[src/rtl/pipelined_barrel_shifter.sv]
// Pipelined barrel shifter: logical/arithmetic/rotate shifts in both directions, one shamt bit per stage.
// Latency SW cycles, one op per cycle; stages advance into empty or moving successors, so bubbles collapse under stall.
module pipelined_barrel_shifter #(
    parameter  int WIDTH = 32,
    localparam int SW    = $clog2(WIDTH)
) (
    input  logic             clk,
    input  logic             rst,
    input  logic             in_valid,
    output logic             in_ready,
    input  logic [WIDTH-1:0] a,
    input  logic [SW-1:0]    shamt,
    input  logic             dir,
    input  logic [1:0]       kind,
    output logic             out_valid,
    input  logic             out_ready,
    output logic [WIDTH-1:0] b
);

    logic [SW-1:0]    vld_q;
    logic [WIDTH-1:0] dat_q   [SW];
    logic [SW-1:0]    amt_q   [SW-1];
    logic [1:0]       kind_q  [SW-1];
    logic [SW-2:0]    left_q;
    logic [SW-2:0]    sign_q;

    logic [SW-1:0]    adv;
    logic [SW-1:0]    src_vld;
    logic [SW-1:0]    src_left;
    logic [SW-1:0]    src_sign;
    logic [WIDTH-1:0] src_dat  [SW];
    logic [SW-1:0]    src_amt  [SW];
    logic [1:0]       src_kind [SW];
    logic [WIDTH-1:0] nxt_dat  [SW];

    function automatic logic [WIDTH-1:0] shift_step(
        input logic [WIDTH-1:0] d,
        input int               n,
        input logic             left,
        input logic [1:0]       knd,
        input logic             sgn
    );
        logic [WIDTH-1:0] r;
        if (left) begin
            r = d << n;
            if (knd == 2'b10) r = r | (d >> (WIDTH - n));
        end else begin
            r = d >> n;
            if (knd == 2'b10)
                r = r | (d << (WIDTH - n));
            else if (knd == 2'b01 && sgn)
                r = r | ~({WIDTH{1'b1}} >> n);
        end
        return r;
    endfunction

    // Advance chain runs back from the consumer so a full pipe frees up the same cycle out_ready rises.
    always_comb begin
        adv[SW-1] = !vld_q[SW-1] || out_ready;
        for (int k = SW - 2; k >= 0; k--) begin
            adv[k] = !vld_q[k] || adv[k+1];
        end
    end

    assign in_ready  = adv[0] || rst;
    assign out_valid = vld_q[SW-1];
    assign b         = dat_q[SW-1];

    // Remaining shift bits are shifted down each stage, so every stage consumes bit 0.
    always_comb begin
        src_vld[0]  = in_valid;
        src_dat[0]  = a;
        src_amt[0]  = shamt;
        src_left[0] = dir;
        src_kind[0] = kind;
        src_sign[0] = a[WIDTH-1];
        for (int k = 1; k < SW; k++) begin
            src_vld[k]  = vld_q[k-1];
            src_dat[k]  = dat_q[k-1];
            src_amt[k]  = amt_q[k-1];
            src_left[k] = left_q[k-1];
            src_kind[k] = kind_q[k-1];
            src_sign[k] = sign_q[k-1];
        end
        for (int k = 0; k < SW; k++) begin
            nxt_dat[k] = src_amt[k][0]
                       ? shift_step(src_dat[k], 1 << k, src_left[k], src_kind[k], src_sign[k])
                       : src_dat[k];
        end
    end

    always_ff @(posedge clk) begin
        if (rst) begin
            vld_q  <= '0;
            left_q <= '0;
            sign_q <= '0;
            for (int k = 0; k < SW; k++) begin
                dat_q[k] <= '0;
            end
            for (int k = 0; k < SW - 1; k++) begin
                amt_q[k]  <= '0;
                kind_q[k] <= '0;
            end
        end else begin
            for (int k = 0; k < SW; k++) begin
                if (adv[k]) begin
                    vld_q[k] <= src_vld[k];
                    dat_q[k] <= nxt_dat[k];
                end
            end
            for (int k = 0; k < SW - 1; k++) begin
                if (adv[k]) begin
                    amt_q[k]  <= src_amt[k] >> 1;
                    left_q[k] <= src_left[k];
                    kind_q[k] <= src_kind[k];
                    sign_q[k] <= src_sign[k];
                end
            end
        end
    end

endmodule

[config.mk]
export PLATFORM = sky130hd
export DESIGN_NAME = pipelined_barrel_shifter
export DESIGN_NICKNAME = d
export VERILOG_FILES = /design/src/rtl/pipelined_barrel_shifter.sv
export SDC_FILE = /design/constraint.sdc
export NUM_CORES = 1
export LEC_CHECK = 0
export BUFFER_PORTS_ARGS = -buffer_cell sky130_fd_sc_hd__buf_2
export CELL_PAD_IN_SITES_DETAIL_PLACEMENT = 1
export CELL_PAD_IN_SITES_GLOBAL_PLACEMENT = 2
export CORE_ASPECT_RATIO = 1.1
export CORE_MARGIN = 4
export CORE_UTILIZATION = 45
export DETAILED_ROUTE_END_ITERATION = 16
export PLACE_DENSITY_LB_ADDON = 0.1
export SLEW_MARGIN = 20
export SYNTH_ARGS = -nofsm -noshare
export SYNTH_HDL_FRONTEND = slang
export SYNTH_SLANG_ARGS = --single-unit
[constraint.sdc]
create_clock -name clk -period 4.3 [get_ports clk]
set_clock_uncertainty 0.15 [all_clocks]
set_input_delay 0.645 -clock clk [delete_from_list [all_inputs] [get_ports clk]]
set_output_delay 0.645 -clock clk [all_outputs]
set_load 0.1 [all_outputs]
Yosys cells after proc, flatten, opt, wreduce, memory -nomap -nowiden
Memories as Yosys holds them, arrays and structs flattened.
Cells that the tools add are included.
{"block": "op_classes", "addsub": 0, "mul": 0, "div": 0, "magnitude_cmp": 0, "eq_ne": 10, "shifts": 0, "muxes": 55, "bitwise": 22, "reduce_logical": 16}
{"cell": "2-to-1 mux 32 bit", "count": 30}
{"cell": "bitwise OR 16 x 32 -> 32 bit", "count": 1}
{"cell": "bitwise OR 24 x 32 -> 32 bit", "count": 1}
{"cell": "bitwise OR 28 x 32 -> 32 bit", "count": 1}
{"cell": "bitwise OR 30 x 32 -> 32 bit", "count": 1}
{"cell": "bitwise OR 31 x 32 -> 32 bit", "count": 1}
{"cell": "bitwise OR 32 x 1 -> 32 bit", "count": 1}
{"cell": "bitwise OR 32 x 2 -> 32 bit", "count": 1}
{"cell": "bitwise OR 32 x 4 -> 32 bit", "count": 1}
{"cell": "bitwise OR 32 x 8 -> 32 bit", "count": 1}
{"cell": "2-to-1 mux 1 bit", "count": 17}
{"cell": "2-to-1 mux 4 bit", "count": 4}
{"cell": "bitwise OR 1 bit", "count": 13}
{"cell": "equality test 2 x 1 -> 1 bit (second input constant)", "count": 5}
{"cell": "equality test 2 bit (second input constant)", "count": 5}
{"cell": "2-to-1 mux 2 bit", "count": 4}
{"cell": "logical OR 1 bit", "count": 6}
{"cell": "logical AND 1 bit", "count": 5}
{"cell": "zero test 1 bit", "count": 5}
{"block": "totals", "ff_bits": 13, "latchBits": 0, "ramBits": 184, "rom_bits": 0, "inputBits": 44, "out_inout_bits": 34, "word_cells": 119, "n_memories": 3}
{"name": "dat_q", "words": 5, "width": 32, "rd": 5, "rd_ports_with_merged_regs": 0, "wr": 5, "line_no": "21", "rtl": "logic [WIDTH-1:0] dat_q [SW];"}
{"name": "amt_q", "words": 4, "width": 4, "rd": 4, "rd_ports_with_merged_regs": 0, "wr": 4, "line_no": "22", "rtl": "logic [SW-1:0] amt_q [SW-1];"}
{"name": "kind_q", "words": 4, "width": 2, "rd": 4, "rd_ports_with_merged_regs": 0, "wr": 4, "line_no": "23", "rtl": "logic [1:0] kind_q [SW-1];"}

Depth between registers and ports, before layout
Gate-level depths: netlist (run 1).
{"block": "logic_depth", "depth_word": 10, "ltp_mapped": 6, "mapped_depth_nobuf": 3}

Worst setup path before layout (run 1)
No wires, ideal clock.
{"block": "synth_timing", "path_type": "flip-flop to output port", "startpoint": "reg vld_q[4]", "endpoint": "out in_ready", "t_arrival_ps": 2415, "required_time_ps": 3505, "setup_slack_ps": 1090, "stages_incl_launch_ff": 6, "path_buffers": 2, "path_cell_list": "dfxtp_1 and4b_1 buf_2 and3_1 clkbuf_1 nand2b_1"}
{"block": "synth_via", "elab_chain_cells": 7}
{"element": "start, declared", "line_no": "20", "rtl": "logic [SW-1:0] vld_q;"}
{"element": "start signal, assigned by index", "line_no": "107", "rtl": "vld_q[k] <= src_vld[k];"}
{"element": "zero test 1 bit", "line_no": "59", "rtl": "adv[SW-1] = !vld_q[SW-1] || out_ready;"}
{"element": "logical OR 1 bit", "line_no": "59"}
{"element": "logical OR 1 bit (4 in a row)", "line_no": "61", "rtl": "adv[k] = !vld_q[k] || adv[k+1];"}
{"element": "logical OR 1 bit", "line_no": "65", "rtl": "assign in_ready = adv[0] || rst;"}
{"element": "end, declared", "line_no": "10", "rtl": "output logic in_ready,"}
Every way passes these cells.

Worst setup path after layout (run 1)
Ends and elaborated chain as after synthesis.

==> results of run 1 <==
[layout by cell type, fill, tap and decap left out, drive strengths merged, types with 3 or more instances in the layout]
cell / count
edfxtp: 178
mux2i: 104
dfxtp: 13
nand3b: 6
nor2: 147
clkinv: 3
buf: 93
nor3: 8
o21ai: 23
nand2b: 13
o22ai: 11
clkbuf: 17
clkinvlp: 3
and2: 13
o211ai: 16
a211oi: 142
inv: 20
a31oi: 14
a21oi: 20
nand2: 28
and3b: 3
nor2b: 18
[logic make-up (layout without fill, tap and decap cells)]
logic type | after synthesis | count (layout) | share of synthesized area
buffers and inverters | 129 | 138 | 0.06976
AO/OA/AOI/OAI | 231 | 231 | 0.2061
AND/OR/NAND/NOR | 242 | 242 | 0.1024
flip-flops | 191 | 191 | 0.5243
multiplexers | 104 | 104 | 0.09738
[worst paths after layout]
kind	startpoint	endpoint	depth (start not counted)
hold / removal	in_valid	vld_q[0]	2
setup reg to reg	vld_q[4]	dat_q[0][52]	4
setup / recovery	vld_q[4]	in_ready	4
hold reg to reg	vld_q[3]	vld_q[4]	2
[metrics by stage]
step | total power [mW] | std cells
floorplan | 2.656 | 897
global route | 4.504 | 1206
detailed placement | 2.766 | 1174
finish | 4.319 | 1206
CTS | 4.364 | 1206
global placement | 2.748 | 1174
[sequential cells by signal (all words and copies together), names as in the netlist]
name,cells
amt_q,10
kind_q,8
left_q,4
dat_q,160
sign_q,4
vld_q,5
[routing by layer]
layer,up-vias,global-route usage,part of all wire
met1,3260,0.2014,0.42
met4,0,0.04455,0.011
li1,3313,-,-
met5,-,0,0
met3,19,0.02703,0.027
met2,110,0.3227,0.54
[critical path: cells and delay by family, from the launching register on]
kind	cells	cell delay (ns)
buf+inv	1	0.36
simple gates	3	1.20
flops	1	0.38
[power groups by stage]
stage	Clock, mW	Sequential, mW	Combinational [mW]
2_1_floorplan	0	2.22	0.438
3_3_place_gp	0	2.27	0.482
3_5_place_dp	0	2.27	0.495
4_1_cts	1.64	2.23	0.499
5_1_grt	1.72	2.24	0.541
6_report	1.60	2.23	0.495
[area by class of cell]
class | count | share of cell area
clock buffer | 17 | 0.03692
clock inverter | 15 | 0.01520
inverter | 13 | 0.004235
multi-input combinational | 577 | 0.3785
sequential | 191 | 0.4865
tap | 300 | 0.03257
timing repair buffer | 93 | 0.04604
==> results.yml, run 1 <==
clock_tree:
  cts_tree: "done"
  hold_buffers: 0
  cts.htree.levels: 4
  cts_resized: 0
  clk_latency_ns: 0.43
  cts_setup_buffers: 0
  root_buffer: "clkbuf_16"
  cts.sinks: 191
  clk_pin_slew_worst_paths_ns: 0.07
  cts_max_path_buffers: 2
  numCtsBuffers: 17
critical_path:
  arrival_ns: 2.35
  reg2reg_slack_ns: 1.53
  crit_path_end_kind: "primary output"
  cp.required_ns: 3.50
  slowest_stage: "and4b_1"
  critPathLaunchType: "register"
  max_stage_delay_ns: 0.60
  worst-setup-path-type: "register to primary output"
  cp_max_fo: 15
  path_cells: "and4b_1, and3_1, nand2b_1, buf_2"
route:
  vias: 6702
  drt-vias-per-instance: 5.557
  drt_wl_total_mm: 21.85
  firstDrtPassIters: 4
  drcViolationCount: 0
  wl_per_cell_um: 18.11
  ant_nets: 0
  drt-initial-drc-count: 308
sta:
  setup_viol: 0
  slew_viol_final: 0
  max-slew-margin-rel: 0.3639
  final.setup.tns_ns: 0
  hold_viol: 0
  fin_crit_sh: 0.7324
  layout_setup_ws_ns: 1.151
  rsz0062_at_grt: "no"
  worstMarginPinSlew_ns: 0.9542
  timing.fmax_ghz: 0.3175
  whs_ns: 0.3030
  period_needed_ns: 3.149
place:
  portBuffers: 77
  pre_cts_slack_ns: 1.123
  hpwlAfterDp_mm: 16.33
  gp_congestion: 0.8625
  placed_cell_area_um2: 10910
synth:
  netlist_instances: 897
  synth_area_leaders: "edfxtp_1 (50%), a211oi_2 (14%), mux2i_1 (9.7%)"
  yosysSeqAreaShare: 0.5243
  yosys_register_bits: 191
  synth_top_area_cell: "edfxtp_1"
  synth_top_area_share: 0.5000
  synth_area_um2: 10690
  synth_nets: 941
  async_flop_share: 0
  synth_common_cells: "edfxtp_1 (178), nor2_1 (147), a211oi_2 (117), mux2i_1 (104), clkbuf_1 (43)"
  syn_avg_cell_area_um2: 11.92
  yosysUniqueCellTypes: 35
  yosysWarnings: 0
  synth_edf_count: 178
  synth.most_common_cell: "edfxtp_1"
  ys.flop_type: "edfxtp_1"
grt:
  track_usage: 0.1709
  grt_pass1_vias: 6910
  grt_start_max_net_pins: 65
  antenna_found_initial: 0
  grt_overflow: 0
  grt_pass1_wl_mm: 36.74
floorplan:
  std_cell_rows: 58
  die_h_um: 169.7
  io_pins: 78
  die_x_um: 155.0
  dieArea_um2: 26290
  start_util: 0.4618
  core_area_um2: 23150
final_layout:
  multi_input_area_um2: 4362
  final_nets: 937
  area_growth_pct: 7.795
  drive_gt1_frac: 0.2770
  regArea_um2: 5607
  design_area_um2: 11520
  n_fill_cell: 2396
  final_core_util: 0.4978
  antenna_cells: 0
pwr:
  power_leakage_nw: 4.070
  peakVddDrop_mv: 0.1877
  swShare: 0.2626
  power.share.clock: 0.370
  p_sw_mw: 1.134
  intPower_mw: 3.185
  pwr-share-comb: 0.115
  powerDensity_nw_per_um2: 374.8
  seqPwrFrac: 0.516
job:
  cap_violations: 0
run_status:
  outcome: "complete, no violations"
worst_hold_path:
  hp-class: "primary input to register"
(Power assumes the default switching activity.)
==> run 2, diff against run 1 <==
CORE_UTILIZATION = 42   (was 45)
clock period = 2.9 ns   (was 4.3 ns; I/O delays follow)
==> results.yml, run 2 (synthesized netlist as in run 1, its figures left out) <==
final_layout:
  n_fill_cell: 2596
  final_nets: 951
  reg_top3: "dat_q x160, amt_q x10, kind_q x8"
  instances_no_fill: 1230
  largest_register_ffs: 160
  final_common_cell: "edfxtp_1"
  area_growth_pct: 9.106
  multi_input_area_um2: 4348
  regArea_um2: 5608
  top_register: "dat_q"
  final_cell_mix: "edfxtp_1 (178), nor2_1 (147), a211oi_2 (117)"
  drive_gt1_frac: 0.2859
  antenna_cells: 0
route:
  drt-initial-drc-count: 314
  wl_per_cell_um: 18.00
  drcViolationCount: 0
  ant_nets: 0
  drt-vias-per-instance: 5.470
  firstDrtPassIters: 4
  drt_wl_total_mm: 22.14
  vias: 6728
place:
  gp_congestion: 0.9159
  dp_cells: 1198
  portBuffers: 77
  hpwlAfterDp_mm: 16.95
critical_path:
  arrival_ns: 2.06
  cp_max_fo: 7
  max_stage_delay_ns: 0.50
  crit_path_end_kind: "primary output"
  critPathLaunchType: "register"
  worst-setup-path-type: "register to primary output"
  critPathTopFamily: "simple AND/OR/NAND/NOR gates"
  cp.required_ns: 2.32
  path_cells: "and4b_1, and3_1, nand2b_1, buf_2"
  critPathBufInv: 1
  slowest_stage: "buf_2"
clock_tree:
  root_buffer: "clkbuf_16"
  clk_latency_ns: 0.42
  hold_buffers: 0
  cts_setup_buffers: 0
  cts.sinks: 191
  numCtsBuffers: 17
  cts_max_path_buffers: 2
  cts_resized: 0
  clk_pin_slew_worst_paths_ns: 0.07
  cts_tree: "done"
  cts.htree.levels: 4
grt:
  grt_overflow: 0
  antenna_found_initial: 0
  grt_pass1_wl_mm: 37.18
  grt_pass1_vias: 7031
  grt_start_max_net_pins: 65
  track_usage: 0.1618
sta:
  whs_ns: 0.09535
  final.setup.tns_ns: 0
  slew_viol_final: 0
  timing.fmax_ghz: 0.3787
  rsz0062_at_grt: "no"
  hold_viol: 0
  worstMarginPinSlew_ns: 0.7249
  setup_viol: 0
  max-slew-margin-rel: 0.5167
  fin_crit_sh: 0.9106
  period_needed_ns: 2.641
pwr:
  peakVddDrop_mv: 0.2819
  powerDensity_nw_per_um2: 545.6
  power_leakage_nw: 4.152
floorplan:
  core_area_um2: 24770
  io_pins: 78
  dieArea_um2: 28070
  die_h_um: 175.3
  die_x_um: 160.1
  std_cell_rows: 60
  start_util: 0.4315
job:
  cap_violations: 0
worst_hold_path:
  hp-class: "primary input to register"
run_status:
  outcome: "complete, no violations"
run 2: changes by cell type in the layout (fill, tap and decap cells not counted), sizes merged:
cell,before,now
inv,20,19
clkinvlp,3,2
buf,93,107
clkinv,3,4
clkbuf,17,18
run 2: per-layer routing:
| metal | global-route usage | part of all wire | vias to the layer above |
|---|---|---|---|
| li1 | - | - | 3340 |
| met5 | 0 | 0 | - |
| met3 | 0.02159 | 0.023 | 24 |
| met2 | 0.3049 | 0.54 | 111 |
| met1 | 0.1904 | 0.42 | 3253 |
| met4 | 0.05163 | 0.019 | 0 |
run 2: worst register-to-register path: cells and delay by family (launching register included):
| family | cells | cell delay, ns |
|---|---|---|
| compound gates | 1 | 0.35 |
| buf+inv | 2 | 0.63 |
| simple gates | 2 | 0.40 |
| flops | 1 | 0.36 |
run 2: final timing paths:
| kind | from | endpoint | slack (ns) | cells after the start |
|---|---|---|---|---|
| max reg2reg | vld_q[4] | dat_q[0][95] | 0.74 | 5 |
| max | vld_q[4] | in_ready | 0.26 | 4 |
| min reg2reg | vld_q[3] | vld_q[4] | 0.34 | 2 |
| min | in_valid | vld_q[0] | 0.1 | 2 |
run 2: report_power, final:
group	internal, mW	total (mW)	switching [mW]
sequential	3.16	3.30	0.132
combinational	0.272	0.759	0.487
clock	1.29	2.31	1.02
total	4.73	6.36	1.64
run 2: final cells by class:
| class | count | share of cell area |
|---|---|---|
| inverter | 13 | 0.004184 |
| sequential | 191 | 0.4808 |
| tap | 310 | 0.03325 |
| timing repair buffer | 107 | 0.05879 |
| multi-input combinational | 577 | 0.3728 |
| clock inverter | 14 | 0.01341 |
| clock buffer | 18 | 0.03679 |
run 2: metrics by stage:
step,setup WS (ns),util,power (mW),cell area (um2)
6_report,0.2591,0.4708,6.364,11660
5_1_grt,0.1355,0.4708,6.647,11660
4_1_cts,0.2302,0.4708,6.445,11660
3_5_place_dp,0.5102,0.4472,4.123,11080
3_3_place_gp,0.5538,0.4472,4.097,11080
2_1_floorplan,0.1577,-,3.938,10690
